### src/rtl/my_bitscan16_if.sv
// Handshake bundle for my_bitscan16: word input channel and per-index output channel.
// The producer/consumer side uses the master modport; the scanner uses slave.
interface my_bitscan16_if;
    logic        in_valid;
    logic        in_ready;
    logic [15:0] in_data;
    logic        out_valid;
    logic        out_ready;
    logic [3:0]  out_index;
    logic        out_last;

    modport master (
        output in_valid, in_data, out_ready,
        input  in_ready, out_valid, out_index, out_last
    );

    modport slave (
        input  in_valid, in_data, out_ready,
        output in_ready, out_valid, out_index, out_last
    );
endinterface

### src/rtl/my_bitscan16.sv
// Serial set-bit scanner: takes a 16-bit mask and emits the index of each set bit, flagging the last.
// Define MY_BITSCAN16_MSB_FIRST_EN to emit indices highest-first instead of lowest-first.
//
// state | meaning
// IDLE  | ready for a word; mask is empty
// SCAN  | presenting the priority bit of a non-empty mask
module my_bitscan16 (
    input  logic           clk,
    input  logic           rst_n,
    my_bitscan16_if.slave  bus
);

    typedef enum logic {IDLE = 1'b0, SCAN = 1'b1} state_t;

    state_t      state, state_next;
    logic [15:0] mask, mask_next;
    logic [3:0]  index;
    logic        last;

    always_ff @(posedge clk) begin
        if (!rst_n) begin
            state <= IDLE;
            mask  <= '0;
        end else begin
            state <= state_next;
            mask  <= mask_next;
        end
    end

    // The final assignment in loop order wins, so the loop direction sets the priority.
    always_comb begin
        index = '0;
`ifdef MY_BITSCAN16_MSB_FIRST_EN
        for (int i = 0; i < 16; i++) begin
            if (mask[i]) index = 4'(i);
        end
`else
        for (int i = 15; i >= 0; i--) begin
            if (mask[i]) index = 4'(i);
        end
`endif
    end

    // Exactly one bit set; the mask is empty in IDLE, so both outputs read 0 there.
    assign last = (mask != 16'h0000) && ((mask & (mask - 16'h0001)) == 16'h0000);

    assign bus.in_ready  = (state == IDLE);
    assign bus.out_valid = (state == SCAN);
    assign bus.out_index = index;
    assign bus.out_last  = last;

    always_comb begin
        state_next = state;
        mask_next  = mask;
        case (state)
            IDLE: begin
                if (bus.in_valid && (bus.in_data != 16'h0000)) begin
                    mask_next  = bus.in_data;
                    state_next = SCAN;
                end
            end
            SCAN: begin
                if (bus.out_ready) begin
                    mask_next = mask & ~(16'h0001 << index);
                    if (last) state_next = IDLE;
                end
            end
            default: begin
                state_next = IDLE;
                mask_next  = '0;
            end
        endcase
    end

endmodule

### src/flat_wrapper.sv
// flat-port wrapper written by rule: the top's interface ports become plain ports
module my_bitscan16_flat 
  (clk, rst_n, bus_in_valid, bus_in_data, bus_out_ready, bus_in_ready, bus_out_valid, bus_out_index, bus_out_last);
  my_bitscan16_if bus_i ();
  input  logic clk;
  input  logic rst_n;
  input wire logic [$bits(bus_i.in_valid)-1:0] bus_in_valid;
  input wire logic [$bits(bus_i.in_data)-1:0] bus_in_data;
  input wire logic [$bits(bus_i.out_ready)-1:0] bus_out_ready;
  output wire logic [$bits(bus_i.in_ready)-1:0] bus_in_ready;
  output wire logic [$bits(bus_i.out_valid)-1:0] bus_out_valid;
  output wire logic [$bits(bus_i.out_index)-1:0] bus_out_index;
  output wire logic [$bits(bus_i.out_last)-1:0] bus_out_last;
  assign bus_i.in_valid = bus_in_valid;
  assign bus_i.in_data = bus_in_data;
  assign bus_i.out_ready = bus_out_ready;
  assign bus_in_ready = bus_i.in_ready;
  assign bus_out_valid = bus_i.out_valid;
  assign bus_out_index = bus_i.out_index;
  assign bus_out_last = bus_i.out_last;
  my_bitscan16 u_core (.clk(clk), .rst_n(rst_n), .bus(bus_i));
endmodule
### config.mk
export PLATFORM = sky130hd
export DESIGN_NAME = my_bitscan16_flat
export DESIGN_NICKNAME = d
export VERILOG_FILES = /design/src/rtl/my_bitscan16_if.sv /design/src/rtl/my_bitscan16.sv /design/src/flat_wrapper.sv
export SDC_FILE = /design/constraint.sdc
export NUM_CORES = 1
export LEC_CHECK = 0
export ABC_CLOCK_PERIOD_IN_PS = 2500
export BUFFER_PORTS_ARGS = -buffer_cell sky130_fd_sc_hd__clkbuf_2
export CAP_MARGIN = 20
export CORE_AREA = 3 3 55 57
export DETAILED_ROUTE_END_ITERATION = 8
export DIE_AREA = 0 0 58 60
export HOLD_SLACK_MARGIN = 0.12
export PLACE_DENSITY = 0.69
export SETUP_SLACK_MARGIN = 0.4
export SYNTH_ARGS = -nofsm -noshare
export SYNTH_HDL_FRONTEND = slang
export SYNTH_SLANG_ARGS = --single-unit
### constraint.sdc
create_clock -name clk -period 2.5 [get_ports clk]
set_input_delay 0.125 -clock clk [delete_from_list [all_inputs] [get_ports clk]]
set_output_delay 0.125 -clock clk [all_outputs]
set_load 0.01 [all_outputs]
==> results of run 1 <==
[layer usage]
| layer | vias to the layer above | global-route usage (%) | wire (µm) |
|---|---|---|---|
| met5 | - | 0 | 0 |
| met4 | 0 | 7.285 | 37 |
| met3 | 5 | 2.592 | 282 |
| met2 | 58 | 34.19 | 1643 |
| met1 | 648 | 29.63 | 1593 |
| li1 | 670 | - | - |
[stage by stage]
stage	std cells	setup slack [ps]	utilization [%]	cell area (µm²)	hold WS, ps
6_report	218	266.8	58.09	1465	186.3
5_1_grt	218	176.8	58.09	1465	188.2
2_1_floorplan	160	618.2	-	1221	241.2
3_5_place_dp	208	448.0	53.67	1354	367.2
4_1_cts	218	273.1	57.79	1458	179.8
3_3_place_gp	208	541.0	53.67	1354	370.9
[power by group through the flow]
stage / logic (W) / registers, W / clock network (W)
floorplan: 0.000276 / 0.000326 / 0
detailed placement: 0.000369 / 0.000349 / 0
finish: 0.000401 / 0.000344 / 0.000147
CTS: 0.000396 / 0.000342 / 0.000148
global route: 0.000443 / 0.000348 / 0.000161
global placement: 0.000361 / 0.000347 / 0
[cells by family (layout without fill, tap and decap cells)]
kind of cell | Yosys count | in the layout | synth area share [%]
AOI/OAI and AO/OA | 54 | 54 | 28.38
buffers and inverters | 15 | 43 | 5.328
muxes | 13 | 13 | 11.89
DFF | 17 | 17 | 27.87
and+or+nand+nor | 61 | 61 | 26.54
[state kept, by name, summed over array words and instances, names as in the netlist]
name,cells
u_core.mask,16
u_core.bus.out_valid,1
[layout by cell type (no fill, tap or decap), types with 2 or more instances in the layout]
master / n
sky130_fd_sc_hd__nor2_1: 14
sky130_fd_sc_hd__o21ai_0: 20
sky130_fd_sc_hd__inv_1: 6
sky130_fd_sc_hd__dfxtp_2: 3
sky130_fd_sc_hd__buf_4: 2
sky130_fd_sc_hd__a211oi_1: 2
sky130_fd_sc_hd__a22o_1: 2
sky130_fd_sc_hd__nor3_1: 4
sky130_fd_sc_hd__nand3_1: 2
sky130_fd_sc_hd__dfxtp_1: 13
sky130_fd_sc_hd__nor2b_1: 3
sky130_fd_sc_hd__clkbuf_2: 26
sky130_fd_sc_hd__a21oi_1: 4
sky130_fd_sc_hd__clkbuf_4: 3
sky130_fd_sc_hd__nor4_1: 7
sky130_fd_sc_hd__o22ai_1: 2
sky130_fd_sc_hd__mux2_2: 12
sky130_fd_sc_hd__dlygate4sd3_1: 4
sky130_fd_sc_hd__nand2_1: 18
sky130_fd_sc_hd__o31ai_1: 2
sky130_fd_sc_hd__a31oi_1: 12
[cell type report]
cell class / count / area [µm²] / share of cell area [%]
Clock buffer: 4 / 26.28 / 1.793
Inverter: 6 / 22.52 / 1.537
Multi-Input combinational cell: 128 / 834.6 / 56.96
Sequential cell: 17 / 347.8 / 23.74
Tap cell: 30 / 37.54 / 2.562
Timing Repair Buffer: 33 / 196.4 / 13.41
[synthesized netlist by cell type, drive strengths merged]
cell and count:
nor2b 3, a211oi 3, a31oi 12, a2111oi 1, or4 2, or3 1
mux2 12, o22ai 2, clkbuf 7, mux2i 1, a222oi 1, o31ai 2
a41oi 1, a2111o 1, nor2 15, buf 2, nor4b 1, and2 1
o311ai 1, o2bb2a 1, and3 1, o21ai 20, a21o 1, dfxtp 17
inv 6, nand2 18, nand3 2, a21oi 4, nor4 8, a221oi 1
nor3 5, and4 1, a22o 2, nand4 1, nand2b 2, o32a 1
[worst paths after layout]
check / end / slack, ps / cells after the start
worst max-delay path: bus_out_last / 270 / 6
worst max register to register: u_core.mask[6] / 470 / 6
worst min-delay path: u_core.mask[14] / 190 / 3
worst min register to register: u_core.mask[1] / 550 / 1
[worst max-delay path, delay by kind of cell (launching register included)]
kind	cells	cell delay (ps)
simple gates	4	1020
flops	1	360
compound gates	1	320
buf+inv	1	130
[repair_timing]
item | CTS | global route
hold buffers | 4 | 0
hold endpoints to repair | 4 | 0
endpoints found under the setup margin | 1 | 15
pin swaps | 4 | 1
buffers inserted | 2 | 0
resized for setup | 7 | 3
==> impl_metrics.prom, run 1 <==
# TYPE chip_impl_metric gauge
chip_impl_metric{name="per_cell_via_count_in_the_routed_design",unit=""} 6.335
chip_impl_metric{name="ys.warnings.count",unit=""} 0
chip_impl_metric{name="syn_area_per_cell",unit="µm²"} 7.632
chip_impl_info{name="grt_setup_unrepaired",value="yes"} 1
chip_impl_metric{name="fin_total_pwr",unit="W"} 0.0008917
chip_impl_metric{name="finalSetupViolCount",unit=""} 0
chip_impl_metric{name="fin_crit_sh",unit="%"} 89.33
chip_impl_metric{name="sw_frac_of_total",unit="%"} 39.99
chip_impl_metric{name="grt_use_total",unit="%"} 21.36
chip_impl_metric{name="synth-seq-cells",unit=""} 17
chip_impl_metric{name="routed_wirelength",unit="µm"} 3555
chip_impl_metric{name="timing_hold_violations_final",unit=""} 0
chip_impl_metric{name="fin_nets",unit=""} 209
chip_impl_metric{name="power.combinational.fraction",unit="%"} 45.0
chip_impl_metric{name="worst_endpoint_data_arrival_time",unit="ps"} 2110
chip_impl_metric{name="num_vias",unit=""} 1381
chip_impl_metric{name="yosysSeqAreaShare",unit="%"} 27.87
chip_impl_metric{name="tritoncts_num_sinks",unit=""} 17
chip_impl_metric{name="grt_start_max_net_pins",unit=""} 30
chip_impl_metric{name="number_of_diodes",unit=""} 0
chip_impl_metric{name="io_buffer_count",unit=""} 26
chip_impl_metric{name="required",unit="ps"} 2380
chip_impl_metric{name="synthToLayoutAreaGrowth",unit="%"} 19.98
chip_impl_metric{name="std_cell_rows",unit=""} 18
chip_impl_info{name="crit_slowest_cell",value="sky130_fd_sc_hd__or4_4"} 1
chip_impl_metric{name="tritoncts.num_buffers",unit=""} 3
chip_impl_metric{name="io-pin-count",unit=""} 27
chip_impl_metric{name="synth_cell_type_count",unit=""} 40
chip_impl_metric{name="worst_stage_delay_on_the_critical_path",unit="ps"} 530
chip_impl_info{name="timing.setup.critical_path_class",value="flip-flop to output pin"} 1
chip_impl_metric{name="die_y",unit="µm"} 60
chip_impl_metric{name="min_period",unit="ps"} 2233
chip_impl_info{name="critPathLaunchType",value="flip-flop"} 1
chip_impl_metric{name="core",unit="mm²"} 0.002522
chip_impl_metric{name="slew-limit-headroom",unit="%"} 60.05
chip_impl_info{name="crit_start",value="u_core.mask[1]"} 1
chip_impl_metric{name="fmax",unit="MHz"} 447.8
chip_impl_metric{name="maximum_vdd_ir_drop",unit="µV"} 371.0
chip_impl_metric{name="post-synth-top-area-fraction",unit="%"} 27.87
chip_impl_info{name="timing.critical_path.to_type",value="output pin"} 1
chip_impl_metric{name="max_cap_violations",unit=""} 0
chip_impl_metric{name="cts_max_path_buffers",unit=""} 2
chip_impl_metric{name="largest_fanout_on_the_critical_path",unit=""} 6
chip_impl_metric{name="internal_power",unit="W"} 0.0005351
chip_impl_metric{name="path_clk_slew",unit="ps"} 90
chip_impl_info{name="synth_area_leaders",value="sky130_fd_sc_hd__dfxtp_1 28%, sky130_fd_sc_hd__mux2_2 11%, sky130_fd_sc_hd__o21ai_0 8.2%"} 1
chip_impl_metric{name="grt_pass1_vias",unit=""} 1210
chip_impl_metric{name="worst_pin_slew",unit="ps"} 594.7
chip_impl_info{name="hold_path.startpoint",value="bus_in_data[14]"} 1
chip_impl_info{name="netlist.top_cell.by_area",value="sky130_fd_sc_hd__dfxtp_1"} 1
chip_impl_metric{name="initial_utilization",unit="%"} 48.41
chip_impl_metric{name="dp_hpwl",unit="µm"} 2583
chip_impl_metric{name="final-max-slew-violation-count",unit=""} 0
chip_impl_metric{name="drt_first_iter_violations",unit=""} 91
chip_impl_metric{name="synth_area",unit="mm²"} 0.001221
chip_impl_metric{name="clock_skew",unit="ps"} 1.862
chip_impl_metric{name="antenna_found_initial",unit=""} 0
chip_impl_metric{name="die_area",unit="mm²"} 0.003480
chip_impl_metric{name="syn-num-nets",unit=""} 180
chip_impl_metric{name="global_route.overflow_total",unit=""} 0
chip_impl_metric{name="p_per_area",unit="mW/mm²"} 608.6
chip_impl_metric{name="htree_num_levels",unit=""} 1
chip_impl_metric{name="synthesis.instances",unit=""} 160
chip_impl_metric{name="total_switching_power",unit="W"} 0.0003566
chip_impl_metric{name="place.gp.congestion",unit=""} 0.8282
chip_impl_info{name="result_of_the_run",value="complete, no violations"} 1
chip_impl_metric{name="nFillCells",unit=""} 258
chip_impl_metric{name="grt_pass1_wl",unit="µm"} 5706
chip_impl_metric{name="layout-drive-gt1-share",unit="%"} 28.72
chip_impl_metric{name="clk_latency_worst_skew_pair",unit="ps"} 290
chip_impl_metric{name="routed_len_inst",unit="µm"} 16.31
chip_impl_info{name="cells_traversed_along_the_worst_timing_path",value="or4_4 -> nand2b_4 -> o32a_1 -> nor2_2 -> and4_1 -> clkbuf_2"} 1
chip_impl_info{name="tritoncts",value="done"} 1
chip_impl_info{name="cell_at_the_root_of_the_clock_tree",value="sky130_fd_sc_hd__clkbuf_4"} 1
chip_impl_metric{name="floorplan.die.width",unit="µm"} 58
chip_impl_metric{name="postRouteAntennaNets",unit=""} 0
chip_impl_metric{name="power.share.clock",unit="%"} 16.4
chip_impl_metric{name="setup_total_negative_slack",unit="ps"} 0
chip_impl_metric{name="dr.pass1.iters",unit=""} 4
chip_impl_metric{name="detail_route.drc_violations",unit=""} 0
chip_impl_info{name="r2r_start",value="u_core.mask[15]"} 1
chip_impl_metric{name="p_leak",unit="nW"} 0.6056
chip_impl_info{name="min-delay-path-class",value="primary input to flip-flop"} 1
chip_impl_metric{name="seqPwrFrac",unit="%"} 38.6
No activity file was read; power rests on OpenSTA's default activity.
==> inputs of run 2 (changes only) <==
--- a/config.mk
+++ b/config.mk
@@ -5,14 +5,15 @@
 export SDC_FILE = /design/constraint.sdc
 export NUM_CORES = 1
 export LEC_CHECK = 0
+export ABC_AREA = 1
 export ABC_CLOCK_PERIOD_IN_PS = 2500
 export BUFFER_PORTS_ARGS = -buffer_cell sky130_fd_sc_hd__clkbuf_2
 export CAP_MARGIN = 20
-export CORE_AREA = 3 3 55 57
+export CORE_AREA = 3 3 58 60
 export DETAILED_ROUTE_END_ITERATION = 8
-export DIE_AREA = 0 0 58 60
+export DIE_AREA = 0 0 61 63
 export HOLD_SLACK_MARGIN = 0.12
-export PLACE_DENSITY = 0.69
+export PLACE_DENSITY = 0.68
 export SETUP_SLACK_MARGIN = 0.4
 export SYNTH_ARGS = -nofsm -noshare
 export SYNTH_HDL_FRONTEND = slang
==> impl_metrics.prom, run 2 <==
# TYPE chip_impl_metric gauge
chip_impl_info{name="result_of_the_run",value="complete, no violations"} 1
chip_impl_metric{name="finalInstanceArea",unit="mm²"} 0.001593
chip_impl_metric{name="fin_nets",unit=""} 264
chip_impl_metric{name="syn_area_per_cell",unit="µm²"} 6.363
chip_impl_metric{name="fin_crit_sh",unit="%"} 76.64
chip_impl_metric{name="slew-limit-headroom",unit="%"} 68.65
chip_impl_metric{name="number_of_diodes",unit=""} 0
chip_impl_metric{name="layout-drive-gt1-share",unit="%"} 25.51
chip_impl_metric{name="required",unit="ps"} 2380
chip_impl_metric{name="finalSetupViolCount",unit=""} 0
chip_impl_metric{name="syn-num-nets",unit=""} 231
chip_impl_metric{name="per_cell_via_count_in_the_routed_design",unit=""} 5.449
chip_impl_info{name="yosys_most_used_dff",value="sky130_fd_sc_hd__dfxtp_1"} 1
chip_impl_metric{name="htree_num_levels",unit=""} 1
chip_impl_metric{name="core",unit="mm²"} 0.002978
chip_impl_metric{name="grt_use_total",unit="%"} 20.94
chip_impl_info{name="timing.setup.critical_path_class",value="flip-flop to output pin"} 1
chip_impl_info{name="grt_setup_unrepaired",value="yes"} 1
chip_impl_info{name="ys_top_cells_by_count",value="43 x sky130_fd_sc_hd__nand2_1, 27 x sky130_fd_sc_hd__inv_1, 22 x sky130_fd_sc_hd__o21ai_0"} 1
chip_impl_metric{name="drt_first_iter_violations",unit=""} 65
chip_impl_metric{name="largest_fanout_on_the_critical_path",unit=""} 8
chip_impl_metric{name="global_route.overflow_total",unit=""} 0
chip_impl_metric{name="synth_cell_type_count",unit=""} 32
chip_impl_info{name="cell_at_the_root_of_the_clock_tree",value="sky130_fd_sc_hd__clkbuf_4"} 1
chip_impl_metric{name="floorplan.die.width",unit="µm"} 61
chip_impl_metric{name="num_vias",unit=""} 1504
chip_impl_metric{name="asyncSetResetFlopFracSynth",unit="%"} 0
chip_impl_metric{name="ff2ff_setup_slack",unit="ps"} 820
chip_impl_metric{name="antenna_found_initial",unit=""} 0
chip_impl_info{name="final_cell_mix",value="43 x sky130_fd_sc_hd__nand2_1, 27 x sky130_fd_sc_hd__inv_1, 25 x sky130_fd_sc_hd__clkbuf_2"} 1
chip_impl_metric{name="synthesis.instances",unit=""} 211
chip_impl_metric{name="synth-edff-count",unit=""} 0
chip_impl_metric{name="internal_power",unit="W"} 0.0005185
chip_impl_metric{name="seqPwrFrac",unit="%"} 38.0
chip_impl_info{name="netlist.top_cell.by_area",value="sky130_fd_sc_hd__dfxtp_1"} 1
chip_impl_metric{name="grt_start_max_net_pins",unit=""} 16
chip_impl_info{name="synth_area_leaders",value="sky130_fd_sc_hd__dfxtp_1 25%, sky130_fd_sc_hd__nand2_1 12%, sky130_fd_sc_hd__o21ai_0 8.2%"} 1
chip_impl_metric{name="detail_route.drc_violations",unit=""} 0
chip_impl_metric{name="total_switching_power",unit="W"} 0.0003678
chip_impl_metric{name="final-max-slew-violation-count",unit=""} 0
chip_impl_metric{name="fmax",unit="MHz"} 521.9
chip_impl_metric{name="postPlaceCellArea",unit="mm²"} 0.001495
chip_impl_metric{name="sw_frac_of_total",unit="%"} 41.50
chip_impl_metric{name="io-pin-count",unit=""} 27
chip_impl_info{name="critPathLaunchType",value="flip-flop"} 1
chip_impl_metric{name="synthToLayoutAreaGrowth",unit="%"} 18.64
chip_impl_metric{name="postRouteAntennaNets",unit=""} 0
chip_impl_metric{name="cts_max_path_buffers",unit=""} 2
chip_impl_metric{name="p_leak",unit="nW"} 0.7610
chip_impl_metric{name="tritoncts_num_sinks",unit=""} 17
chip_impl_info{name="tritoncts",value="done"} 1
chip_impl_metric{name="largest_register_ffs",unit=""} 16
chip_impl_metric{name="p_per_area",unit="mW/mm²"} 556.5
chip_impl_metric{name="dr.pass1.iters",unit=""} 4
chip_impl_metric{name="initial_utilization",unit="%"} 45.08
chip_impl_metric{name="synth-seq-cells",unit=""} 17
chip_impl_metric{name="place.gp.congestion",unit=""} 0.9241
chip_impl_metric{name="setup_total_negative_slack",unit="ps"} 0
chip_impl_metric{name="min_period",unit="ps"} 1916
chip_impl_metric{name="clk_latency_worst_skew_pair",unit="ps"} 300
chip_impl_metric{name="utilization",unit="%"} 53.49
chip_impl_metric{name="nFillCells",unit=""} 297
chip_impl_metric{name="timing_hold_violations_final",unit=""} 0
chip_impl_metric{name="dp_hpwl",unit="µm"} 2850
chip_impl_metric{name="ys.warnings.count",unit=""} 0
chip_impl_metric{name="io_buffer_count",unit=""} 26
chip_impl_metric{name="path_clk_slew",unit="ps"} 100
chip_impl_metric{name="maximum_vdd_ir_drop",unit="µV"} 212.6
chip_impl_metric{name="grt_pass1_vias",unit=""} 1420
chip_impl_metric{name="power.combinational.fraction",unit="%"} 45.0
chip_impl_info{name="post-synth-top-count-cell",value="sky130_fd_sc_hd__nand2_1"} 1
chip_impl_metric{name="worst_pin_slew",unit="ps"} 469.7
chip_impl_metric{name="die_area",unit="mm²"} 0.003843
chip_impl_metric{name="max_cap_violations",unit=""} 0
chip_impl_info{name="max_flop_register",value="u_core.mask"} 1
chip_impl_metric{name="routed_len_inst",unit="µm"} 12.83
chip_impl_metric{name="power.share.clock",unit="%"} 17.0
chip_impl_metric{name="synth_area",unit="mm²"} 0.001343
chip_impl_metric{name="yosysSeqAreaShare",unit="%"} 25.35
chip_impl_metric{name="tritoncts.num_buffers",unit=""} 3
chip_impl_metric{name="grt_pass1_wl",unit="µm"} 6306
chip_impl_info{name="min-delay-path-class",value="primary input to flip-flop"} 1
chip_impl_metric{name="clock_skew",unit="ps"} 3.615
chip_impl_metric{name="worst_endpoint_data_arrival_time",unit="ps"} 1790
chip_impl_metric{name="routed_wirelength",unit="µm"} 3540
chip_impl_metric{name="post-synth-top-area-fraction",unit="%"} 25.35
chip_impl_info{name="timing.critical_path.to_type",value="output pin"} 1
chip_impl_metric{name="std_cell_rows",unit=""} 20
chip_impl_info{name="most_common_cell_after_layout_fill_and_taps_aside",value="sky130_fd_sc_hd__nand2_1"} 1
chip_impl_metric{name="die_y",unit="µm"} 63
[run 2: cell types whose count changed after synthesis, sizes merged, moves of 4 or more]
| cell | before | now |
|---|---|---|
| a31oi | 12 | 1 |
| inv | 6 | 31 |
| clkbuf | 7 | 2 |
| nor2 | 15 | 29 |
| a21oi | 4 | 10 |
| nand2 | 18 | 47 |
| mux2 | 12 | 0 |
| nor4 | 8 | 0 |
| o21ai | 20 | 26 |
| nand4 | 1 | 5 |
| nand3 | 2 | 15 |
| a221oi | 1 | 11 |
[run 2: worst paths after layout]
kind / startpoint / cells past startpoint / end
setup reg to reg: u_core.bus.out_valid / 4 / u_core.mask[10]
setup / recovery: u_core.mask[1] / 10 / bus_out_last
hold / removal: bus_in_data[0] / 3 / u_core.mask[0]
hold reg to reg: u_core.mask[1] / 2 / u_core.mask[1]
[run 2: cell families after synthesis]
group / count (synthesis) / share of synthesized area (%)
DFF: 17 / 25.35
buffers and inverters: 38 / 11.00
and+or+nand+nor: 99 / 36.81
AOI/OAI and AO/OA: 57 / 26.84
[run 2: metrics by stage]
| step | instances | hold WS [ps] | power [W] | setup slack [ps] |
|---|---|---|---|---|
| 4_1_cts | 270 | 140.5 | 0.0008524 | 523.3 |
| 6_report | 276 | 141.0 | 0.0008863 | 583.9 |
| 2_1_floorplan | 211 | 260.7 | 0.0006071 | 1031 |
| 3_3_place_gp | 265 | 422.2 | 0.0007067 | 830.5 |
| 3_5_place_dp | 265 | 404.6 | 0.0007046 | 848.7 |
| 5_1_grt | 276 | 161.3 | 0.0009642 | 343.3 |
[run 2: worst max-delay path: stages (launching register included)]
cell and delay (ps):
sky130_fd_sc_hd__dfxtp_2 350, sky130_fd_sc_hd__nor2_4 160, sky130_fd_sc_hd__nand2_4 130, sky130_fd_sc_hd__nor2_8 190, sky130_fd_sc_hd__o21ai_2 80, sky130_fd_sc_hd__clkinv_2 50
sky130_fd_sc_hd__a21oi_1 30, sky130_fd_sc_hd__a211oi_1 180, sky130_fd_sc_hd__nand3_1 90, sky130_fd_sc_hd__nor2_1 90, sky130_fd_sc_hd__buf_2 140
[run 2: area by class of cell]
cell class                 count  area [µm²]  share of cell area (%)
tap                           33       41.29                   2.592
timing repair buffer          34       192.7                   12.10
sequential                    17       345.3                   21.68
multi-input combinational    156       865.8                   54.36
clock buffer                   4       26.28                   1.650
inverter                      32       121.4                   7.620
[run 2: routing by layer]
| metal | vias up | GRT usage [%] | wire length [µm] |
|---|---|---|---|
| met5 | - | 0 | 0 |
| met2 | 56 | 30.08 | 1550 |
| li1 | 785 | - | - |
| met1 | 656 | 31.25 | 1738 |
| met4 | 0 | 8.130 | 51 |
| met3 | 7 | 2.273 | 200 |
[run 2: power groups by stage]
stage | Combinational (W) | Clock (W) | Sequential (W)
final | 0.000399 | 0.000150 | 0.000337
after global routing | 0.000453 | 0.000169 | 0.000343
after CTS | 0.000367 | 0.000152 | 0.000334
after detailed placement | 0.000364 | 0 | 0.000340
after global placement | 0.000367 | 0 | 0.000340
after floorplan | 0.000276 | 0 | 0.000331
[run 2: repair_timing]
item | in CTS | in global routing
hold endpoints to repair | 2 | 0
setup endpoints to repair | 0 | 2
resized for setup | 0 | 7
setup buffers | 0 | 6
hold buffers | 1 | 0
==> inputs of run 3 (changes only) <==
--- a/config.mk
+++ b/config.mk
@@ -6,7 +6,7 @@
 export NUM_CORES = 1
 export LEC_CHECK = 0
 export ABC_AREA = 1
-export ABC_CLOCK_PERIOD_IN_PS = 2500
+export ABC_CLOCK_PERIOD_IN_PS = 1860
 export BUFFER_PORTS_ARGS = -buffer_cell sky130_fd_sc_hd__clkbuf_2
 export CAP_MARGIN = 20
 export CORE_AREA = 3 3 58 60
==> constraint.sdc (replaced) <==
create_clock -name clk -period 1.86 [get_ports clk]
set_input_delay 0.093 -clock clk [delete_from_list [all_inputs] [get_ports clk]]
set_output_delay 0.093 -clock clk [all_outputs]
set_load 0.01 [all_outputs]
==> impl_metrics.prom, run 3 (synthesis gave the netlist of run 2 again) <==
# TYPE chip_impl_metric gauge
chip_impl_metric{name="global_route.overflow_total",unit=""} 0
chip_impl_info{name="result_of_the_run",value="complete, but fails checks"} 1
chip_impl_metric{name="antenna_found_initial",unit=""} 0
chip_impl_info{name="min-delay-path-class",value="primary input to flip-flop"} 1
chip_impl_metric{name="detail_route.wirelength.met1",unit="µm"} 1755
chip_impl_metric{name="setup_total_negative_slack",unit="ps"} -4.058
chip_impl_metric{name="initial_utilization",unit="%"} 45.08
chip_impl_metric{name="htree_num_levels",unit=""} 1
chip_impl_info{name="cell_at_the_root_of_the_clock_tree",value="sky130_fd_sc_hd__clkbuf_4"} 1
chip_impl_metric{name="core",unit="mm²"} 0.002978
chip_impl_metric{name="clock_skew",unit="ps"} 1.418
chip_impl_info{name="most_common_cell_after_layout_fill_and_taps_aside",value="sky130_fd_sc_hd__nand2_1"} 1
chip_impl_metric{name="dpl.cell_count",unit=""} 267
chip_impl_info{name="grt_setup_unrepaired",value="yes"} 1
chip_impl_metric{name="path_clk_slew",unit="ps"} 100
chip_impl_metric{name="worst_r2r_path_depth",unit=""} 12
chip_impl_metric{name="p_leak",unit="nW"} 0.8501
chip_impl_metric{name="drt_first_iter_violations",unit=""} 122
chip_impl_info{name="violations",value="negative setup slack"} 1
chip_impl_metric{name="timing_hold_violations_final",unit=""} 0
chip_impl_metric{name="tritoncts_num_sinks",unit=""} 17
chip_impl_metric{name="min_period",unit="ps"} 1864
chip_impl_info{name="reg_to_reg_endpoint",value="u_core.bus.out_valid"} 1
chip_impl_info{name="tritoncts",value="done"} 1
chip_impl_metric{name="required",unit="ps"} 1770
chip_impl_metric{name="fin_nets",unit=""} 278
chip_impl_metric{name="largest_fanout_on_the_critical_path",unit=""} 6
chip_impl_info{name="hold_path.startpoint",value="bus_in_data[9]"} 1
chip_impl_info{name="crit_slowest_cell",value="sky130_fd_sc_hd__dfxtp_4"} 1
chip_impl_metric{name="max_cap_violations",unit=""} 0
chip_impl_metric{name="fin_crit_sh",unit="%"} 100.2
chip_impl_metric{name="grt_use_total",unit="%"} 22.65
chip_impl_metric{name="grt_start_max_net_pins",unit=""} 18
chip_impl_metric{name="die_y",unit="µm"} 63
chip_impl_metric{name="cts_max_path_buffers",unit=""} 2
chip_impl_metric{name="io-pin-count",unit=""} 27
chip_impl_info{name="timing.critical_path.to_type",value="output pin"} 1
chip_impl_metric{name="slew-limit-headroom",unit="%"} 67.67
chip_impl_info{name="endpoint_of_the_worst_hold_timing_path",value="u_core.mask[9]"} 1
chip_impl_info{name="path_delay_family",value="simple AND/OR/NAND/NOR gates"} 1
chip_impl_metric{name="synthToLayoutAreaGrowth",unit="%"} 33.46
chip_impl_metric{name="maximum_vdd_ir_drop",unit="µV"} 363.3
chip_impl_metric{name="layout-drive-gt1-share",unit="%"} 36.96
chip_impl_metric{name="num_vias",unit=""} 1620
chip_impl_metric{name="grt_pass1_wl",unit="µm"} 6734
chip_impl_metric{name="dr.pass1.iters",unit=""} 4
chip_impl_metric{name="finalSetupViolCount",unit=""} 1
chip_impl_metric{name="met3RoutedLength",unit="µm"} 302
chip_impl_metric{name="p_per_area",unit="mW/mm²"} 721.9
chip_impl_metric{name="stdcell_count",unit=""} 290
chip_impl_metric{name="floorplan.die.width",unit="µm"} 61
chip_impl_metric{name="fin_total_pwr",unit="W"} 0.001293
chip_impl_metric{name="cp.depth",unit=""} 9
chip_impl_metric{name="fmax",unit="MHz"} 536.5
chip_impl_info{name="cells_traversed_along_the_worst_timing_path",value="nor2_4 -> nand2_4 -> buf_4 -> nor3_4 -> inv_1 -> o21ai_0 -> inv_1 -> nor2_1 -> buf_2"} 1
chip_impl_metric{name="place.gp.congestion",unit=""} 0.9180
chip_impl_metric{name="dp_hpwl",unit="µm"} 2800
chip_impl_metric{name="clk_latency_worst_skew_pair",unit="ps"} 290
chip_impl_metric{name="std_cell_rows",unit=""} 20
chip_impl_metric{name="route.met2.wl",unit="µm"} 1801
chip_impl_metric{name="worst_endpoint_data_arrival_time",unit="ps"} 1770
chip_impl_metric{name="die_area",unit="mm²"} 0.003843
chip_impl_metric{name="worst_stage_delay_on_the_critical_path",unit="ps"} 370
chip_impl_metric{name="largest_register_ffs",unit=""} 16
chip_impl_metric{name="number_of_diodes",unit=""} 0
chip_impl_metric{name="worst_pin_slew",unit="ps"} 484.3
chip_impl_info{name="max_flop_register",value="u_core.mask"} 1
chip_impl_metric{name="timing.critical_path.buf_inv",unit=""} 4
chip_impl_info{name="timing.setup.critical_path_class",value="flip-flop to output pin"} 1
chip_impl_metric{name="routed_len_inst",unit="µm"} 13.54
chip_impl_metric{name="grt_pass1_vias",unit=""} 1499
chip_impl_metric{name="routed_wirelength",unit="µm"} 3928
chip_impl_metric{name="hold_path_depth",unit=""} 3
chip_impl_metric{name="io_buffer_count",unit=""} 26
chip_impl_info{name="critPathLaunchType",value="flip-flop"} 1
chip_impl_metric{name="final-max-slew-violation-count",unit=""} 0
chip_impl_info{name="final_cell_mix",value="42 x sky130_fd_sc_hd__nand2_1, 23 x sky130_fd_sc_hd__inv_1, 22 x sky130_fd_sc_hd__clkbuf_2"} 1
chip_impl_info{name="top_layer",value="met4"} 1
chip_impl_metric{name="tritoncts.num_buffers",unit=""} 3
chip_impl_metric{name="postRouteAntennaNets",unit=""} 0
chip_impl_metric{name="detail_route.drc_violations",unit=""} 0
chip_impl_metric{name="ff2ff_setup_slack",unit="ps"} 210
chip_impl_info{name="r2r_start",value="u_core.mask[0]"} 1
chip_impl_metric{name="per_cell_via_count_in_the_routed_design",unit=""} 5.586
chip_impl_info{name="critical_path.most_common_cell",value="sky130_fd_sc_hd__inv_1"} 1
chip_impl_metric{name="setup_ws",unit="ps"} -4.058
chip_impl_metric{name="nFillCells",unit=""} 286
run 3: stage by stage:
step / hold WS [ps] / utilization [%] / instance area [µm²] / setup slack (ps)
final: 152.6 / 60.17 / 1792 / -4.058
after global routing: 154.7 / 60.17 / 1792 / -159.7
after CTS: 131.0 / 56.39 / 1679 / 8.191
after detailed placement: 374.3 / 50.71 / 1510 / 253.9
after global placement: 374.4 / 50.71 / 1510 / 250.6
after floorplan: 228.7 / - / 1343 / 422.8
run 3: worst max-delay path by stage:
stage / startpoint / slack (ps) / end
after global routing: u_core.mask[0] / -160 / bus_out_last
after global placement: u_core.mask[0] / 250 / u_core.bus.out_valid
after detailed placement: u_core.mask[0] / 250 / bus_out_last
after CTS: u_core.mask[1] / 8 / bus_out_last
final: u_core.mask[0] / -4 / bus_out_last
after floorplan: u_core.mask[4] / 420 / bus_out_last
run 3: final cells by class:
class | instances | area [µm²] | area share [%]
clock buffers | 4 | 26.28 | 1.466
inverters | 32 | 123.9 | 6.913
multi-input cells | 156 | 920.9 | 51.40
flip-flops and latches | 17 | 365.4 | 20.39
well taps | 33 | 41.29 | 2.304
repair buffers | 48 | 314.1 | 17.53
run 3: timing repair:
item                       CTS  global route
hold buffers                 2             0
gates resized for setup     22            21
pin swaps                   12            11
hold endpoints to repair     2             0
buffers inserted            11             6
setup endpoints to repair    5            20
run 3: where the power goes:
group          switching, W  leakage [nW]  internal, W
sequential        0.0000469         0.146     0.000405
combinational      0.000373         0.689     0.000271
clock              0.000114        0.0150    0.0000834
run 3: routing by layer:
metal | GRT usage [%] | up-vias
met5 | 0 | -
met4 | 10.30 | 0
met3 | 4.132 | 8
met2 | 31.95 | 71
met1 | 32.59 | 730
li1 | - | 811
run 3: worst register-to-register path, stage by stage, from the launching register on:
cell                      delay (ps)
sky130_fd_sc_hd__dfxtp_4         370
sky130_fd_sc_hd__nor2_4          140
sky130_fd_sc_hd__nand2_4         110
sky130_fd_sc_hd__buf_4           160
sky130_fd_sc_hd__nor3_4          180
sky130_fd_sc_hd__buf_4           140
sky130_fd_sc_hd__nand2_1          80
sky130_fd_sc_hd__nand2_1          70
sky130_fd_sc_hd__nand2_1          40
sky130_fd_sc_hd__nor2_1           70
sky130_fd_sc_hd__nand4_1          80
sky130_fd_sc_hd__nand2_1          70
sky130_fd_sc_hd__inv_1            30
